<file path="src/rtl/alu_pkg.sv">
// Shared ALU definitions: data width, opcodes and the result entry layout.
package alu_pkg;

  localparam int NIO = 8;

  localparam logic [2:0] OP_ADD = 3'b000;
  localparam logic [2:0] OP_SUB = 3'b001;
  localparam logic [2:0] OP_AND = 3'b010;
  localparam logic [2:0] OP_OR  = 3'b011;
  localparam logic [2:0] OP_XOR = 3'b100;
  localparam logic [2:0] OP_SLT = 3'b101;
  localparam logic [2:0] OP_SHL = 3'b110;
  localparam logic [2:0] OP_SHR = 3'b111;

  typedef struct packed {
    logic [2:0]     op;
    logic           ov;
    logic [NIO-1:0] z;
  } res_t;

endpackage

</file>
<file path="src/rtl/alu_result_fifo.sv">
// Generic circular FIFO with registered occupancy; no full pass-through.
module alu_result_fifo #(
  parameter int WIDTH = 12,
  parameter int DEPTH = 4
) (
  input  logic             clk,
  input  logic             rst,
  input  logic             in_valid,
  output logic             in_ready,
  input  logic [WIDTH-1:0] in_data,
  output logic             out_valid,
  input  logic             out_ready,
  output logic [WIDTH-1:0] out_data
);

  localparam int AW = (DEPTH > 1) ? $clog2(DEPTH) : 1;
  localparam logic [AW:0] FULL = (AW+1)'(DEPTH);

  logic [WIDTH-1:0] mem [DEPTH];
  logic [AW-1:0]    wptr;
  logic [AW-1:0]    rptr;
  logic [AW:0]      count;
  logic             push;
  logic             pop;

  assign in_ready  = (count != FULL);
  assign out_valid = (count != '0);
  assign push      = in_valid && in_ready;
  assign pop       = out_valid && out_ready;

  // Empty slots read as zero so the head is clean after reset.
  assign out_data  = out_valid ? mem[rptr] : '0;

  always_ff @(posedge clk) begin
    if (rst) begin
      wptr  <= '0;
      rptr  <= '0;
      count <= '0;
    end else begin
      if (push) wptr <= wptr + 1'b1;
      if (pop)  rptr <= rptr + 1'b1;
      unique case ({push, pop})
        2'b10:   count <= count + 1'b1;
        2'b01:   count <= count - 1'b1;
        default: count <= count;
      endcase
    end
  end

  always_ff @(posedge clk) begin
    if (!rst && push) mem[wptr] <= in_data;
  end

endmodule

</file>
<file path="src/rtl/alu_result_stage.sv">
// ALU result collection stage: result FIFO plus sticky/counted overflow status.
module alu_result_stage
  import alu_pkg::*;
#(
  parameter int nIO   = NIO,
  parameter int DEPTH = 4,
  parameter int CNT_W = 8
) (
  input  logic             clk,
  input  logic             rst,
  input  logic             in_valid,
  output logic             in_ready,
  input  logic [nIO-1:0]   in_z,
  input  logic             in_ov,
  input  logic [2:0]       in_op,
  output logic             out_valid,
  input  logic             out_ready,
  output logic [nIO-1:0]   out_z,
  output logic             out_ov,
  output logic [2:0]       out_op,
  output logic             sticky_ov,
  output logic [CNT_W-1:0] ov_count,
  input  logic             clr_status
);

  localparam int W = nIO + 4;

  logic [W-1:0] in_data;
  logic [W-1:0] out_data;
  logic         ov_push;

  assign in_data = {in_op, in_ov, in_z};
  assign {out_op, out_ov, out_z} = out_data;
  assign ov_push = in_valid && in_ready && in_ov;

  alu_result_fifo #(
    .WIDTH (W),
    .DEPTH (DEPTH)
  ) u_fifo (
    .clk       (clk),
    .rst       (rst),
    .in_valid  (in_valid),
    .in_ready  (in_ready),
    .in_data   (in_data),
    .out_valid (out_valid),
    .out_ready (out_ready),
    .out_data  (out_data)
  );

  // An overflowed push in the clearing cycle restarts the count at one.
  always_ff @(posedge clk) begin
    if (rst) begin
      sticky_ov <= 1'b0;
      ov_count  <= '0;
    end else if (ov_push) begin
      sticky_ov <= 1'b1;
      if (clr_status)
        ov_count <= CNT_W'(1);
      else if (ov_count != '1)
        ov_count <= ov_count + 1'b1;
    end else if (clr_status) begin
      sticky_ov <= 1'b0;
      ov_count  <= '0;
    end
  end

endmodule

</file>
<file path="config.mk">
export PLATFORM = sky130hd
export DESIGN_NAME = alu_result_stage
export DESIGN_NICKNAME = d
export VERILOG_FILES = /design/src/rtl/alu_pkg.sv /design/src/rtl/alu_result_fifo.sv /design/src/rtl/alu_result_stage.sv
export SDC_FILE = /design/constraint.sdc
export NUM_CORES = 1
export LEC_CHECK = 0
export CAP_MARGIN = 40
export CORE_MARGIN = 2
export CORE_UTILIZATION = 44
export DETAILED_ROUTE_END_ITERATION = 10
export PLACE_DENSITY_LB_ADDON = 0.1
export SLEW_MARGIN = 20
export SYNTH_ARGS = -nofsm -noshare
export SYNTH_HDL_FRONTEND = slang
export SYNTH_HIERARCHICAL = 1
export SYNTH_SLANG_ARGS = --single-unit
</file>
<file path="constraint.sdc">
create_clock -name clk -period 2.4 [get_ports clk]
set_input_delay 0.24 -clock clk [delete_from_list [all_inputs] [get_ports clk]]
set_output_delay 0.24 -clock clk [all_outputs]
set_load 0.01 [all_outputs]
</file>
[After elaboration in Yosys (flattened, before gate mapping)]
Memory sizes are Yosys's and may differ from the RTL's. A register that Yosys moved wholly into a read port is not among the register bits.
Index checks and enable logic that the tools add are counted.
Cells by class
  add/sub/neg operators: 5
  eq/ne operators: 4
  muxes and demuxes: 12
  reduce and logical (&&, ||, !) cells: 10
Operators by type and width (count)
  $mux 8: 4
  $mux 12: 1
  $add 8x1->8 const B: 1
  $ne 8x8->1 const B: 1
  $pmux 3 s2: 1
  $reduce_bool 2->1: 3
  $add 2x1->2 const B: 2
  $logic_and 1x1->1: 4
  $mux 1: 4
  $mux 2: 2
  $add 3x1->3 const B: 1
  $ne 3x3->1 const B: 1
  $reduce_bool 3->1: 1
  $sub 3x1->3 const B: 1
  $eq 2x1->1 const B: 1
  $eq 2x2->1 const B: 1
  $reduce_and 2->1: 1
  $logic_not 1->1: 1
Word-level totals
  bits in registers: 16
  RAM bits: 48
  input port bits: 17
  output and inout port bits: 23
  logic and storage cells: 37
  memories: 1
Memories
  u_fifo.mem: words 4, width 12, read ports 1, clocked after Yosys merged registers in 1, wr ports 1, RTL line alu_result_fifo.sv:19  | logic [WIDTH-1:0] mem [DEPTH];

[Depth between registers and ports, before layout]
Gate-level depths: netlist of the first run.
  word-level depth: 5
  gate-level depth with buffers: 9
  mapped depth without buffers: 9

[By module]
Netlist of the first run, hierarchy kept.
By module, submodules not included
  alu_result_fifo: instances 1, cells an instance 129, area an instance 2298.5 um^2, sequential area each 1621.6 um^2
  alu_result_stage: instances 1, cells an instance 58, area an instance 549.3 um^2, sequential area each 180.2 um^2

[Worst setup path after synthesis of the first run]
Ideal clock, no wire load.
  path kind: reg2reg
  from: register u_fifo.count[2]
  to: register u_fifo.count[2]
  library setup time: 0.071 ns
  arrival: 2.373 ns
  required time: 2.329 ns
  setup slack: -0.044 ns
  stages on the path, launching flop included: 10
  path buffers: 0
  period minus slack after synthesis: 2.444 ns
  cells stage by stage: dfxtp_1 > or3b_1 > and2_4 > inv_1 > ha_1 > inv_1 > fa_1 > xor2_1 > or3_2 > a21oi_1
Between the ends
  word-level cells in the longest chain between the ends: 4
  elaborated cells on any way between the ends: 10
  classes of those cells: 2 x add/sub; 3 x eq/ne; 1 x mux; 4 x reduce/logical
RTL lines
  start: declaration: RTL line alu_result_fifo.sv:22  | logic [AW:0] count;
  start signal: assignment: RTL line alu_result_fifo.sv:43  | 2'b10: count <= count + 1'b1;
  start signal: assignment: RTL line alu_result_fifo.sv:44  | 2'b01: count <= count - 1'b1;
  start signal: assignment: RTL line alu_result_fifo.sv:45  | default: count <= count;
  $ne 3x3->1 (*): RTL line alu_result_fifo.sv:26  | assign in_ready = (count != FULL);
  via in_ready: RTL line alu_result_stage.sv:12  | output logic in_ready,
  $logic_and 1x1->1 (*): RTL line alu_result_fifo.sv:28  | assign push = in_valid && in_ready;
  $eq 2x1->1 or $eq 2x2->1 (tied branches): RTL line alu_result_fifo.sv:42  | unique case ({push, pop})
  $pmux 3 s2 or $reduce_bool 2->1 (tied branches)
Mark *: on every way through the listed nets, which the timed path passes. The rest lies on a longest branch.
A chain may end at the register's enable or synchronous reset.

[Worst setup path in the final report of the first run]
  from: register u_fifo.count[1]
  to: register u_fifo.count[2]
Between the ends
  word-level cells in the longest chain between the ends: 4
  elaborated cells on any way between the ends: 10
  classes of those cells: 2 x add/sub; 3 x eq/ne; 1 x mux; 4 x reduce/logical
RTL lines (RTL line)
  $ne 3x3->1 or $reduce_bool 3->1 (tied branches): alu_result_fifo.sv:26, alu_result_fifo.sv:27
  $logic_and 1x1->1 (on tied branches): alu_result_fifo.sv:28, alu_result_fifo.sv:29
  $eq 2x1->1 or $eq 2x2->1 (tied branches): alu_result_fifo.sv:42
  $pmux 3 s2 or $reduce_bool 2->1 (tied branches)
Parallel ways exist; a longest one is shown, timed or not.

==> results of run 1 <==
critical path: cells and delay by family, from the launching register on:
kind	cells	cell delay (ns)
DFF	1	0.32
AOI/OAI and AO/OA	1	0.14
adders and majority gates	2	0.52
and+or+nand+nor	3	1.01
xor gates and xnor gates	1	0.15
buffers and inverters	2	0.12
per-stage QoR:
step	std cells	util, %	cell area (um^2)	power, mW
2_1_floorplan	187	-	2850	2.01
3_3_place_gp	310	54.1	3420	2.50
3_5_place_dp	310	54.1	3420	2.53
4_1_cts	326	57.7	3650	3.58
5_1_grt	328	58.1	3670	3.74
6_report	328	58.1	3670	3.56
where the power goes:
part	switching [mW]	internal, mW
logic	0.509	0.651
registers	0.0384	1.32
clock network	0.452	0.591
synth_stat cells (all sizes together), types with 4 or more instances:
master / number
a21oi: 6
dfxtp: 18
edfxtp: 48
and3: 4
mux4: 12
nand2: 5
nor3b: 4
buf: 5
inv: 11
nor2: 8
ha: 6
nor2b: 6
and2b: 7
area by class of cell:
cell class | count | area (um^2) | share of cell area [%]
well taps | 77 | 96.3 | 2.63
inverters | 11 | 41.3 | 1.13
flip-flops and latches | 66 | 1800 | 49.1
clock inverters | 7 | 101 | 2.76
repair buffers | 55 | 514 | 14.0
multi-input cells | 103 | 990 | 27.0
clock buffers | 9 | 124 | 3.38
kinds of logic (layout without fill, tap and decap cells):
logic type / after synthesis / after routing
flip-flops: 66 / 66
AND/OR/NAND/NOR: 54 / 54
AO/OA/AOI/OAI: 23 / 23
buffers and inverters: 18 / 82
multiplexers: 16 / 16
adder cells (fa/ha/maj): 7 / 7
XOR/XNOR: 3 / 3
cell usage in the layout, fill, tap and decap left out, types with 4 or more instances in the layout:
cell type,instances
nand2_1,5
clkbuf_8,9
edfxtp_1,48
buf_4,15
and2b_1,7
inv_1,10
clkdlybuf4s50_1,39
nor2b_1,6
a21oi_1,4
nor2_1,8
mux4_2,12
dfxtp_1,17
ha_1,5
nor3b_2,4
layer usage:
layer | track usage, % | share of wire, % | vias to the layer above
met1 | 18.4 | 41 | 862
met3 | 4.33 | 4.2 | 8
met5 | 0 | 0 | -
li1 | - | - | 833
met2 | 28.0 | 53 | 41
met4 | 7.79 | 2.1 | 0
sequential cells by signal, indices dropped and copies added (netlist names), named ones only:
signal and count:
u_fifo/mem 48, ov_count 8, u_fifo/count 3, u_fifo/rptr 2, u_fifo/wptr 2, sticky_ov 1
what timing repair did:
action / CTS / global route
endpoints found under the setup margin: 1 / 13
gates resized for setup: 2 / 4
setup buffers: 0 / 2
hold buffers: 0 / 0
pin swaps: 0 / 1
hold endpoints to repair: 0 / 0
path summary, 6_finish.rpt:
path	startpoint	slack, ns	to
max	u_fifo/count[1]$_SDFFE_PP0P_	0.07	u_fifo/count[2]$_SDFFE_PP0P_
min	sticky_ov$_SDFFE_PP0P_	0.48	sticky_ov$_SDFFE_PP0P_
max reg2reg	u_fifo/count[1]$_SDFFE_PP0P_	0.07	u_fifo/count[2]$_SDFFE_PP0P_
min reg2reg	sticky_ov$_SDFFE_PP0P_	0.48	sticky_ov$_SDFFE_PP0P_
==> run summary, run 1 <==
post-synthesis mux area share - 11.1%
Post-Syn Area per Cell - 15.2 um^2
final setup TNS - 0 ns
post-synthesis cell area - 0.00285 mm^2
initial core utilization - 45.1%
Final Hold Fails - 0
post-route setup slack - 0.0666 ns
Critical Path Max Stage Delay - 0.42 ns
DP Worst Slack - -0.0494 ns
Layout area overhead - 28.9%
# nets final - 270
maxcap violations - 0
Area contributors post-synth - edfxtp_1, dfxtp_1, mux4_2
Synth top area share - 50.6%
via count - 1744
Final period util - 97.2%
yosys synthesis warning count - 6
Worst EP required - 2.68 ns
chip height - 84.5 um
Placeable Area - 0.00631 mm^2
worst min path class - flop to flop
type of the worst setup path - flop to flop
xor/xnor share of the synthesized area - 0.923%
cell type with the largest total area after synthesis - edfxtp_1
Post-Synthesis Cells - 187
largest family of logic cells by synthesized area - simple AND/OR/NAND/NOR gates
drt pass-1 iters - 4
vias in the first global route - 1806
Pwr per Cell Area - 970 mW/mm^2
top_reg_cell synth - edfxtp_1
LEAKAGE - 1.28 nW
max-slew violation count - 0
ys async rst share - 0%
IO Port Bufs - 39
Clock H-tree levels - 3
R2R cell count - 9
antenna-violating nets left - 0
post-synthesis simple-gate area fraction - 11.6%
CTS max path bufs - 2
Syn Nets - 211
Routed WL - 5.28 mm
root buffer cell - clkbuf_8
FILL cells - 526
Final Setup Violations - 0
clk sinks - 66
Die Span X - 84.5 um
initial antenna violation count - 0
DR WL/cell - 16.1 um
headroom to the max-slew limit - 76.4%
endpoint type of the worst setup path - flop
CTS Buf Count - 9
FP Rows - 29
count of flip-flops with a built-in enable after synthesis - 48
Clock Latency Late Sink - 0.34 ns
Starting DRT DRC Count - 98
Clock Skew - 0.00821 ns
crit path cell chain - or3b_4 -> and2_4 -> inv_2 -> ha_2 -> inv_1 -> fa_2 -> xor2_1 -> or3_2 -> a21oi_2
CTS tree - done
DRC errors left - 0
Boundary Pins - 40
Synth Register Bits - 66
Slew @ Worst Pin - 0.351 ns
post-synthesis adder-cell area fraction - 3.34%
detailed placement HPWL - 3.60 mm
Synth Area in Compound Gates - 6.77%
sequential fraction of the synthesis area - 63.3%
Worst Hold Path Cells - 2
biggest fanout along the worst timing path - 4
ANT cells - 0
first-pass GRT wire length - 8.56 mm
ratio of cells with drive above 1 in the final layout - 25.5%
minimum clock period - 2.33 ns
Worst path slowest cell - or3_2
RSZ-0062 raised after global routing - no
status - finished clean
gp weighted congestion - 0.817
CP arrival - 2.61 ns
vias per cell - 5.32
CTS clock-pin slew for the worst setup and hold paths - 0.08 ns
fmax - 429 MHz
grt ovf - 0
crit path launch type - flop
GRT Util Overall - 16.1%
Netlist cell types - 49
die area - 0.00713 mm^2
final hold slack - 0.482 ns
largest net degree at the start of global routing - 16
worst vdd ir - 0.490 mV
Power figures use the tool's default switching activity.
==> run 2, diff against run 1 <==
--- a/config.mk
+++ b/config.mk
@@ -5,6 +5,7 @@
 export SDC_FILE = /design/constraint.sdc
 export NUM_CORES = 1
 export LEC_CHECK = 0
+export ABC_AREA = 1
 export CAP_MARGIN = 40
 export CORE_MARGIN = 2
 export CORE_UTILIZATION = 44
==> run 2 against run 1 <==
  * Sequential share of layout area up 0.61 points
  * Clock skew down 0.0049 ns
  * Non-clock buffer count down 8
  * Count of clock-buffer cells in the layout unchanged
  * Global-route usage up 0.45 points
==> run summary, run 2 <==
most frequent cell after synthesis - nor2_1 (was edfxtp_1)
Comb pwr share - 31.5% (was 32.6%)
Largest register FFs - 48 (unchanged)
Critical path buffers and inverters - 2 (unchanged)
vias per cell - 4.81 (was 5.32)
DRC errors left - 0 (unchanged)
Worst EP required - 2.16 ns (was 2.68 ns)
top flop regs - u_fifo/mem x48, ov_count x8, u_fifo/count x3 (unchanged)
HP Start - sticky_ov$_SDFFE_PP0P_ (unchanged)
sequential fraction of the synthesis area - 61.4% (was 63.3%)
RR Startpoint - u_fifo/count[1]$_SDFFE_PP0P_ (unchanged)
minimum clock period - 2.20 ns (was 2.33 ns)
clk sinks - 66 (unchanged)
Worst Hold Path Cells - 2 (unchanged)
Switch Pwr - 1.05 mW (was 999 uW)
fmax - 455 MHz (was 429 MHz)
GRT Util Overall - 16.6% (was 16.1%)
CTS tree - done (unchanged)
Slew @ Worst Pin - 0.509 ns (was 0.351 ns)
Placeable Area - 0.00639 mm^2 (was 0.00631 mm^2)
Post-Synthesis Cells - 297 (was 187)
Worst path slowest cell - clkdlybuf4s50_1 (was or3_2)
Layout area overhead - 23.5% (was 28.9%)
Seq pwr share - 40.4% (was 38.1%)
gp weighted congestion - 0.793 (was 0.817)
drt pass-1 iters - 4 (unchanged)
Boundary Pins - 40 (unchanged)
maxcap violations - 0 (unchanged)
initial antenna violation count - 0 (unchanged)
Post-CTS Setup Repair Bufs - 0 (unchanged)
die area - 0.00734 mm^2 (was 0.00713 mm^2)
Starting DRT DRC Count - 155 (was 98)
CP arrival - 1.96 ns (was 2.61 ns)
antenna-violating nets left - 0 (unchanged)
RSZ-0062 raised after global routing - no (unchanged)
Hold Buf Count CTS - 0 (unchanged)
Switching Fraction - 30.7% (was 28.1%)
Clock Skew - 0.00328 ns (was 0.00821 ns)
grt ovf - 0 (unchanged)
via count - 2062 (was 1744)
FP Rows - 29 (unchanged)
Final Setup Violations - 0 (unchanged)
top_reg_cell synth - edfxtp_1 (unchanged)
Routed WL - 5.54 mm (was 5.28 mm)
Pint - 2.37 mW (was 2.56 mW)
count of flip-flops with a built-in enable after synthesis - 48 (unchanged)
headroom to the max-slew limit - 66.1% (was 76.4%)
R2R cell count - 13 (was 9)
initial core utilization - 45.9% (was 45.1%)
Pwr per Cell Area - 944 mW/mm^2 (was 970 mW/mm^2)
crit path launch type - flop (unchanged)
Clock H-tree levels - 3 (unchanged)
ANT cells - 0 (unchanged)
detailed placement HPWL - 3.71 mm (was 3.60 mm)
# nets final - 371 (was 270)
CTS clock-pin slew for the worst setup and hold paths - 0.07 ns (was 0.08 ns)
Area contributors post-synth - edfxtp_1, dfxtp_1, nor2_1 (was edfxtp_1, dfxtp_1, mux4_2)
most frequent cells in the layout - nor2_1, edfxtp_1, clkdlybuf4s50_1 (was edfxtp_1, clkdlybuf4s50_1, dfxtp_1)
vias in the first global route - 2010 (was 1806)
Final period util - 91.7% (was 97.2%)
IO Port Bufs - 39 (unchanged)
FF-to-FF End - u_fifo/count[2]$_SDFFE_PP0P_ (unchanged)
Crit path max-delay family - buffers and inverters (was simple AND/OR/NAND/NOR gates)
type of the worst setup path - flop to output pin (was flop to flop)
clock network fraction of total power - 28.1% (was 29.3%)
Core Util, Final - 56.8% (was 58.1%)
max-slew violation count - 0 (unchanged)
worst vdd ir - 0.588 mV (was 0.490 mV)
r2r setup slk - 0.65 ns (was 0.07 ns)
largest net degree at the start of global routing - 25 (was 16)
DR WL/cell - 12.9 um (was 16.1 um)
ys async rst share - 0% (unchanged)
most common cell after layout, fill and taps aside - nor2_1 (was edfxtp_1)
Netlist cell types - 28 (was 49)
Final Hold Fails - 0 (unchanged)
post-synthesis cell area - 0.00293 mm^2 (was 0.00285 mm^2)
first-pass GRT wire length - 9.15 mm (was 8.56 mm)
chip height - 85.7 um (was 84.5 um)
cell type with the largest total area after synthesis - edfxtp_1 (unchanged)
FILL cells - 559 (was 526)
Clock Latency Late Sink - 0.33 ns (was 0.34 ns)
Post-Syn Area per Cell - 9.88 um^2 (was 15.2 um^2)
root buffer cell - clkbuf_8 (unchanged)
CTS Buf Count - 9 (unchanged)
top post-synthesis cells by count - nor2_1, edfxtp_1, nand2_1 (was edfxtp_1, dfxtp_1, mux4_2)
yosys synthesis warning count - 6 (unchanged)
Synth Register Bits - 66 (unchanged)
worst min path class - flop to flop (unchanged)
ratio of cells with drive above 1 in the final layout - 10.5% (was 25.5%)
Top reg by flops - u_fifo/mem (unchanged)
Critical Path Max Stage Delay - 0.51 ns (was 0.42 ns)
Syn Nets - 321 (was 211)
Synth top area share - 49.1% (was 50.6%)
Hold Path Sink - sticky_ov$_SDFFE_PP0P_ (unchanged)
LEAKAGE - 1.36 nW (was 1.28 nW)
Die Span X - 85.7 um (was 84.5 um)
status - finished clean (unchanged)
CTS max path bufs - 2 (unchanged)
endpoint type of the worst setup path - output pin (was flop)
final setup TNS - 0 ns (unchanged)
crit path cell chain - nor2_4 -> nand2_4 -> inv_1 -> a21oi_1 -> clkdlybuf4s50_1 (was or3b_4 -> and2_4 -> inv_2 -> ha_2 -> inv_1 -> fa_2 -> xor2_1 -> or3_2 -> a21oi_2)
biggest fanout along the worst timing path - 12 (was 4)
run 2: changes by cell type after synthesis, sizes merged, moves of 4 or more:
cell / change
nor2: +66
nand2: +35
o21ai: +24
inv: +22
a21oi: +17
mux4: -12
nand3: +9
and2b: -7
nor2b: -6
and3: -4
nor3b: -4
run 2: metal layers:
metal,vias up,global-route usage [%],wire (um)
met5,-,0,0
met1,939,20.5,2610
met3,4,3.75,173
met2,38,27.8,2710
li1,1081,-,-
met4,0,7.22,48
run 2: kinds of logic (layout without fill, tap and decap cells):
kind of cell	count (synthesis)	in the layout	share of synthesized area, %
compound gates	53	53	9.42
fa+ha+maj	7	7	3.24
buf+inv	41	96	6.52
flops	66	66	61.4
simple gates	130	130	19.4
run 2: timing repair:
item / CTS / global route
endpoints found under the setup margin: 0 / 9
resized for setup: 0 / 1
hold endpoints to repair: 0 / 0
run 2: metrics by stage:
step | setup WS [ns] | instances | power (mW) | area (um^2) | hold slack [ns]
6_report | 0.200 | 429 | 3.42 | 3620 | 0.478
2_1_floorplan | 0.763 | 297 | 2.05 | 2930 | 0.309
3_3_place_gp | 0.424 | 413 | 2.48 | 3420 | 0.457
5_1_grt | 0.0774 | 429 | 3.65 | 3620 | 0.502
3_5_place_dp | 0.370 | 413 | 2.49 | 3420 | 0.455
4_1_cts | 0.0626 | 429 | 3.47 | 3620 | 0.474
run 2: worst max path at each step:
stage,start,end,cells past startpoint
3_5_place_dp,in_valid,u_fifo/count[2]$_SDFFE_PP0P_,12
5_1_grt,u_fifo/count[1]$_SDFFE_PP0P_,out_z[7],5
6_report,u_fifo/count[1]$_SDFFE_PP0P_,out_z[7],5
4_1_cts,flop,out_op[2],6
3_3_place_gp,in_valid,u_fifo/count[2]$_SDFFE_PP0P_,12
2_1_floorplan,u_fifo/count[1]$_SDFFE_PP0P_,u_fifo/mem[0][0]$_DFFE_PP_,4
run 2: tightest hold or removal path: stages, from the launching register on:
cell and delay (ns):
dfxtp_1 0.34, nand2_1 0.05, o21ai_0 0.06
run 2: power by group through the flow:
stage	logic (mW)	registers, mW	clock network, mW
3_3_place_gp	1.07	1.40	0
6_report	1.08	1.38	0.961
5_1_grt	1.21	1.39	1.05
2_1_floorplan	0.666	1.38	0
3_5_place_dp	1.09	1.41	0
4_1_cts	1.09	1.38	0.994
run 2: area by class of cell:
cell class,instances,area (um^2),share of cell area (%)
clock buffers,9,124,3.42
clock inverters,7,83.8,2.31
inverters,33,126,3.49
multi-input cells,190,941,26.0
flip-flops and latches,66,1800,49.7
well taps,77,96.3,2.66
repair buffers,47,450,12.4
